<file path="src/rtl/ysyx_22050854_exe_mem_buf.sv">
// ysyx_22050854_exe_mem_buf: two-entry EXE->MEM skid buffer (head, skid) with forwarding of the head entry to ID and an ALU-busy stall counter
module ysyx_22050854_exe_mem_buf #(
  parameter int XLEN = 64
) (
  input  logic            clk,
  input  logic            rst,
  input  logic            flush,
  input  logic            exe_valid,
  input  logic            alu_busy,
  input  logic [XLEN-1:0] alu_out,
  input  logic [XLEN-1:0] exe_pc,
  input  logic [4:0]      exe_rd,
  input  logic            exe_reg_wen,
  input  logic            exe_mem_ren,
  input  logic            exe_mem_wen,
  input  logic [2:0]      exe_mem_size,
  input  logic [XLEN-1:0] exe_store_data,
  output logic            exe_allowin,
  input  logic            mem_allowin,
  output logic            mem_valid,
  output logic [XLEN-1:0] mem_alu_res,
  output logic [XLEN-1:0] mem_pc,
  output logic [4:0]      mem_rd,
  output logic            mem_reg_wen,
  output logic            mem_mem_ren,
  output logic            mem_mem_wen,
  output logic [2:0]      mem_mem_size,
  output logic [XLEN-1:0] mem_store_data,
  output logic            fwd_valid,
  output logic [4:0]      fwd_rd,
  output logic [XLEN-1:0] fwd_data,
  output logic [31:0]     stall_cnt
);
  typedef enum logic [1:0] {EMPTY, ONE, TWO} state_t;
  typedef struct packed {
    logic [XLEN-1:0] alu_res;
    logic [XLEN-1:0] pc;
    logic [4:0]      rd;
    logic            reg_wen;
    logic            mem_ren;
    logic            mem_wen;
    logic [2:0]      mem_size;
    logic [XLEN-1:0] store_data;
  } entry_t;
  state_t      state_q, state_d;
  entry_t      head_q, head_d, skid_q, skid_d, in_e, out_e;
  logic [31:0] stall_cnt_q, stall_cnt_d;
  logic        push, pop;
  assign exe_allowin = state_q != TWO;
  assign mem_valid   = state_q != EMPTY;
  assign push        = exe_valid & ~alu_busy & exe_allowin & ~flush;
  assign pop         = mem_valid & mem_allowin;
  assign in_e        = {alu_out, exe_pc, exe_rd, exe_reg_wen, exe_mem_ren, exe_mem_wen, exe_mem_size, exe_store_data};
  assign out_e       = mem_valid ? head_q : '0;
  assign mem_alu_res    = out_e.alu_res;
  assign mem_pc         = out_e.pc;
  assign mem_rd         = out_e.rd;
  assign mem_reg_wen    = out_e.reg_wen;
  assign mem_mem_ren    = out_e.mem_ren;
  assign mem_mem_wen    = out_e.mem_wen;
  assign mem_mem_size   = out_e.mem_size;
  assign mem_store_data = out_e.store_data;
  assign fwd_valid      = mem_valid & out_e.reg_wen & ~out_e.mem_ren & (|out_e.rd);
  assign fwd_rd         = out_e.rd;
  assign fwd_data       = out_e.alu_res;
  assign stall_cnt      = stall_cnt_q;
  always_comb begin
    state_d     = state_q;
    head_d      = head_q;
    skid_d      = skid_q;
    stall_cnt_d = stall_cnt_q + 32'(exe_valid & alu_busy);
    if (flush) state_d = EMPTY;
    else if (state_q == EMPTY && push) begin
      state_d = ONE;
      head_d  = in_e;
    end else if (state_q == ONE && push) begin
      state_d = pop ? ONE : TWO;
      head_d  = pop ? in_e : head_q;
      skid_d  = pop ? skid_q : in_e;
    end else if (state_q == ONE && pop) state_d = EMPTY;
    else if (state_q == TWO && pop) begin
      state_d = ONE;
      head_d  = skid_q;
    end
  end
  always_ff @(posedge clk) begin
    if (rst) begin
      state_q     <= EMPTY;
      head_q      <= '0;
      skid_q      <= '0;
      stall_cnt_q <= '0;
    end else begin
      state_q     <= state_d;
      head_q      <= head_d;
      skid_q      <= skid_d;
      stall_cnt_q <= stall_cnt_d;
    end
  end
endmodule

</file>
<file path="config.mk">
export PLATFORM = sky130hd
export DESIGN_NAME = ysyx_22050854_exe_mem_buf
export DESIGN_NICKNAME = d
export VERILOG_FILES = /design/src/rtl/ysyx_22050854_exe_mem_buf.sv
export SDC_FILE = /design/constraint.sdc
export NUM_CORES = 1
export LEC_CHECK = 0
export BUFFER_PORTS_ARGS = -buffer_cell sky130_fd_sc_hd__buf_2
export CAP_MARGIN = 10
export CORE_MARGIN = 10
export CORE_UTILIZATION = 58
export DETAILED_ROUTE_END_ITERATION = 10
export PLACE_DENSITY = 0.83
export SLEW_MARGIN = 20
export SYNTH_ARGS = -nofsm -noshare
export SYNTH_HDL_FRONTEND = slang
export SYNTH_SLANG_ARGS = --single-unit
</file>
<file path="constraint.sdc">
create_clock -name clk -period 5.7 [get_ports clk]
set_input_delay 0.285 -clock clk [delete_from_list [all_inputs] [get_ports clk]]
set_output_delay 0.285 -clock clk [all_outputs]
set_load 0.005 [all_outputs]
</file>
; Yosys cells after proc, flatten, opt, wreduce, memory -nomap -nowiden
; Cells that the tools add are included.
[totals]
register_bits = 440
latchBits = 0
ramBits = 0
romBits = 0
inputBits = 209
output_inout_bits = 307
elab_cells = 63
memories = 0
[op_classes]
addsub = 1
mul = 0
n_div = 0
order_cmp = 0
n_eq_ne = 5
shift = 0
muxes = 11
bitwise_logic = 13
n_reduce_logical = 14
[op_table]
columns = operator, count
row1 = 203-bit two-way mux, 6
row2 = 32-bit by 1-bit adder with 32-bit output, 1
row3 = 1-bit AND, 8
row4 = 2-bit two-way mux, 4
row5 = 4-bit AND reduction, 2
row6 = 3-bit inequality test (second input constant), 2
row7 = 3-bit nonzero test, 2
row8 = 1-bit NOT, 5
row9 = 5-bit OR reduction, 1
row10 = 1-bit logical AND, 4
row11 = 4-bit nonzero test, 1
row12 = 3-bit OR reduction, 1
row13 = 2-bit by 1-bit == test with 1-bit output (second input constant), 1
row14 = 2-bit == test (second input constant), 1
row15 = 2-bit zero test, 1
row16 = 2-bit inequality test (second input constant), 1
row17 = 2-bit nonzero test, 1
row18 = 2-bit OR reduction, 1
row19 = 1-bit two-way mux, 1

; Longest topological paths before layout
[logic_depth]
ltp_word = 7
depth_mapped = 8
mapped_depth_nobuf = 7

; Least setup slack after synthesis
; Ideal clock, no wire load.
[synth_path]
path_type = input port to flip-flop
start = in exe_valid
end = reg stall_cnt_q[28] (netlist: stall_cnt[28])
setup_time_ns = 0.070
arrival_ns = 1.972
t_required_ns = 5.630
path_slack_ns = 3.658
stages = 8
path_buffers = 1
path_cell_list = and2_1 -> ha_1 -> ha_1 -> nand2_1 -> or4_1 -> clkbuf_2 -> or4_1 -> a21oi_1
[synth_between]
elab_chain_cells = 2
[synth_rtl]
columns = element, line
row1 = start: declaration, 8  ; input logic exe_valid,
row2 = 1-bit AND, 71  ; stall_cnt_d = stall_cnt_q + 32'(exe_valid & alu_busy);
row3 = 32-bit by 1-bit adder with 32-bit output, 71
row4 = end signal: assignment, 96  ; stall_cnt_q <= stall_cnt_d;
row5 = end: declaration, 47  ; logic [31:0] stall_cnt_q, stall_cnt_d;
; Every way passes these cells.
; A chain may end at the register's enable or synchronous reset.

; Worst setup path in the final report
[layout_path]
start = reg state_q[1]
end = out mem_alu_res[63]
[layout_between]
elab_chain_cells = 2
[layout_rtl]
columns = element, line
row1 = start: declaration, 45  ; state_t state_q, state_d;
row2 = start signal: assignment, 93  ; state_q <= state_d;
row3 = 2-bit nonzero test, 50  ; assign mem_valid = state_q != EMPTY;
row4 = 203-bit two-way mux, 54  ; assign out_e = mem_valid ? head_q : '0;
row5 = end: declaration, 21  ; output logic [XLEN-1:0] mem_alu_res,
; Every way passes these cells.

==> flow_metrics.env <==
export IMPL_status="finished clean"
export IMPL_startpoint_type="register"
export IMPL_grtUsageMet2_pct=48.65
export IMPL_globalRouteTotalUtil_pct=28.24
export IMPL_critPathSlowestCell="or2_4"
export IMPL_grt_pass1_vias=18380
export IMPL_port_buffers=515
export IMPL_slew_headroom_pct=15.46
export IMPL_clk_path_buf_depth=3
export IMPL_endpoint="mem_alu_res[63]"
export IMPL_ys_flop_type="dfxtp_1"
export IMPL_core_region_area_sq_mm=0.03370
export IMPL_grtUsageMet3_pct=5.740
export IMPL_synth_top_area_share_pct=44.23
export IMPL_synth_edf_count=0
export IMPL_dr_pass1_iters=8
export IMPL_synth_common_cells="440 x dfxtp_1, 418 x nand2_1, 220 x nor2_1, 219 x a21oi_1, 206 x and2_1"
export IMPL_max_cap_violations=0
export IMPL_ff2ff_path_depth=5
export IMPL_ys_ff_latch=440
export IMPL_vias=18550
export IMPL_max_freq_mhz=311.5
export IMPL_ys_async_sr_fraction_pct=0
export IMPL_ios=516
export IMPL_grt_busiest_layer="met2"
export IMPL_netlist_top_cells_area="dfxtp_1 44%, mux2i_1 10%, nand2_1 7.9%, and2_1 6.5%, a211oi_2 6.3%"
export IMPL_synth_top_cell_by_area="dfxtp_1"
export IMPL_switching_share_pct=23.30
export IMPL_numCtsBuffers=45
export IMPL_grt_ovfl_total=0
export IMPL_cts_sinks=440
export IMPL_cp_startpoint="state_q[1]"
export IMPL_final_util_pct=73.89
export IMPL_power_frac_seq_pct=46.9
export IMPL_hp_class="input pin to register"
export IMPL_drc_errors=0
export IMPL_worst_slew_pin_slew_ns=1.268
export IMPL_p_clk_share_pct=44.5
export IMPL_hpwl_microns=38410
export IMPL_syn_cell_area_sq_mm=0.01992
export IMPL_post_drt_wl_per_cell_microns=19.63
export IMPL_clkLatencyLatePin_ns=0.54
export IMPL_die_x_microns=205.3
export IMPL_grt_setup_unrepaired="no"
export IMPL_netlist_instances=2279
export IMPL_tns_ns=0
export IMPL_dr_first_iter_drc_count=1580
export IMPL_crit_type="register to output pin"
export IMPL_clk_pin_slew_ns=0.06
export IMPL_critical_path_max_fanout=116
export IMPL_fin_nets=2959
export IMPL_cts_tree="yes"
export IMPL_die_area_sq_mm=0.04215
export IMPL_ant_nets=0
export IMPL_rows=67
export IMPL_crit_chain="or2_4 -> buf_12 -> and2_1 -> buf_2"
export IMPL_timing_rr_end="head_q[129]"
export IMPL_p_leak_nw=9.690
export IMPL_holdWs_ns=0.01604
export IMPL_grt_max_degree=209
export IMPL_fin_crit_sh_pct=56.32
export IMPL_routed_wl_microns=63490
export IMPL_hold_viol=0
export IMPL_initial_core_util_pct=59.10
export IMPL_die_h_microns=205.3
export IMPL_critical_path_top_delay_family="simple AND/OR/NAND/NOR gates"
export IMPL_setup_worst_path_end_class="output pin"
export IMPL_routed_via_density=5.734
export IMPL_antenna_found_initial=3
export IMPL_cts_root_buffer="clkbuf_16"
export IMPL_internal_power_w=0.005252
export IMPL_required_ns=5.41
export IMPL_min_period_ns=3.210
export IMPL_avgSynthCellArea_sq_um=8.739
export IMPL_grt_pass1_wl_microns=98710
export IMPL_p_comb_share_pct=8.6
export IMPL_cp_data_arrival_time_ns=2.93
export IMPL_grtUsageMet1_pct=33.71
export IMPL_power_switching_w=0.001596
export IMPL_peakVddDrop_uv=255.4
export IMPL_synth_distinct_cells=41
export IMPL_setup_violations_final=0
export IMPL_power_density_mw_per_mm2=275.0
export IMPL_reg2reg_slack_ns=2.79
export IMPL_fin_worst_skew_ns=0.02068
export IMPL_ys_seq_area_share_pct=44.23
export IMPL_cpPeakStageDelay_ns=0.79
export IMPL_drive_gt1_share_pct=25.56
export IMPL_r2r_start="state_q[1]"
export IMPL_ys_warn_count=0
export IMPL_path_depth=4
export IMPL_gp_congestion=0.8435
export IMPL_synth_most_common_cell="dfxtp_1"
export IMPL_synth_nets=2490
export IMPL_htreeDepth=2
export IMPL_maxSlewViolCount=0
export IMPL_layout_area_overhead_vs_synth_pct=25.03
export IMPL_crit_buf_inv=2
worst min-delay path, delay by kind of cell:
kind / cells / cell delay (ns)
compound gates: 1 / 0.05
buf+inv: 1 / 0.11
simple gates: 1 / 0.05
kinds of logic after synthesis:
group / Yosys count / synth area share, %
AOI/OAI and AO/OA: 439 / 16.23
DFF: 440 / 44.23
and+or+nand+nor: 916 / 20.92
muxes: 208 / 10.49
adders and majority gates: 2 / 0.1256
xor gates and xnor gates: 11 / 0.4837
buffers and inverters: 263 / 7.526
flip-flops by register name, summed over array words and instances (netlist names):
register   flops
state_q        2
stall_cnt     32
skid_q       203
head_q       203
final cells by class:
class,instances,area (sq um)
Multi-Input combinational cell,1576,9629
Sequential cell,440,8808
Fill cell,2236,8800
Timing Repair Buffer,683,4342
Clock buffer,64,1340
Tap cell,448,560.5
Clock inverter,17,200.2
Antenna cell,5,12.51
Inverter,2,7.507
timing repair:
action                                 CTS  global route
hold buffers                           157             0
endpoints found under the hold margin  157             0
resized for setup                        0             0
buffers inserted                         0             0
power groups by stage:
stage / registers, W / clock network, W / logic, W
5_1_grt: 0.00322 / 0.00321 / 0.000631
6_report: 0.00322 / 0.00305 / 0.000586
3_3_place_gp: 0.00327 / 0 / 0.000456
2_1_floorplan: 0.00326 / 0 / 0.000336
4_1_cts: 0.00321 / 0.00307 / 0.000570
3_5_place_dp: 0.00328 / 0 / 0.000476
worst min path at each step:
stage / from / to / slack (ns) / depth (start not counted)
after global placement: skid_q[79] / skid_q[79] / 0.44 / 2
after CTS: alu_out[43] / skid_q[182] / 0.00003 / 3
after global routing: exe_mem_size[0] / skid_q[64] / 0.005 / 3
after floorplan: flush / state_q[1] / 0.36 / 1
final: alu_out[43] / skid_q[182] / 0.02 / 3
after detailed placement: skid_q[61] / skid_q[61] / 0.45 / 2
cell usage in the layout (no fill, tap or decap), drive strengths merged, types with 2 or more instances in the layout:
cell	count
o21ai	6
nor3	4
nand2b	3
clkbuf	64
or2	2
or4	11
nand4	8
and2	206
nor4	5
nor2	221
nor2b	7
nand2	418
buf	526
mux2	5
o31ai	9
inv	4
a21oi	219
a211oi	204
ha	2
and4	5
xnor2	5
mux2i	203
bufinv	4
diode	5
and3	2
clkinvlp	3
dfxtp	440
nand3	11
xor2	6
or3	5
dlygate4sd3	157
nand3b	2
clkinv	8
routing by layer:
metal | up-vias | share of wire, %
met5 | - | 0
met4 | 0 | 3.9
met3 | 197 | 8.0
met2 | 937 | 50
met1 | 8818 | 38
li1 | 8598 | -
through the flow:
step	area, sq um	setup slack, ns	cells	power [W]
2_1_floorplan	19920	3.658	2279	0.003600
3_3_place_gp	21780	3.130	2992	0.003730
3_5_place_dp	21780	3.028	2992	0.003754
4_1_cts	24890	2.551	3230	0.006856
5_1_grt	24900	2.402	3233	0.007060
6_report	24900	2.490	3235	0.006848
Note: power is estimated with default switching activity, not from simulation.
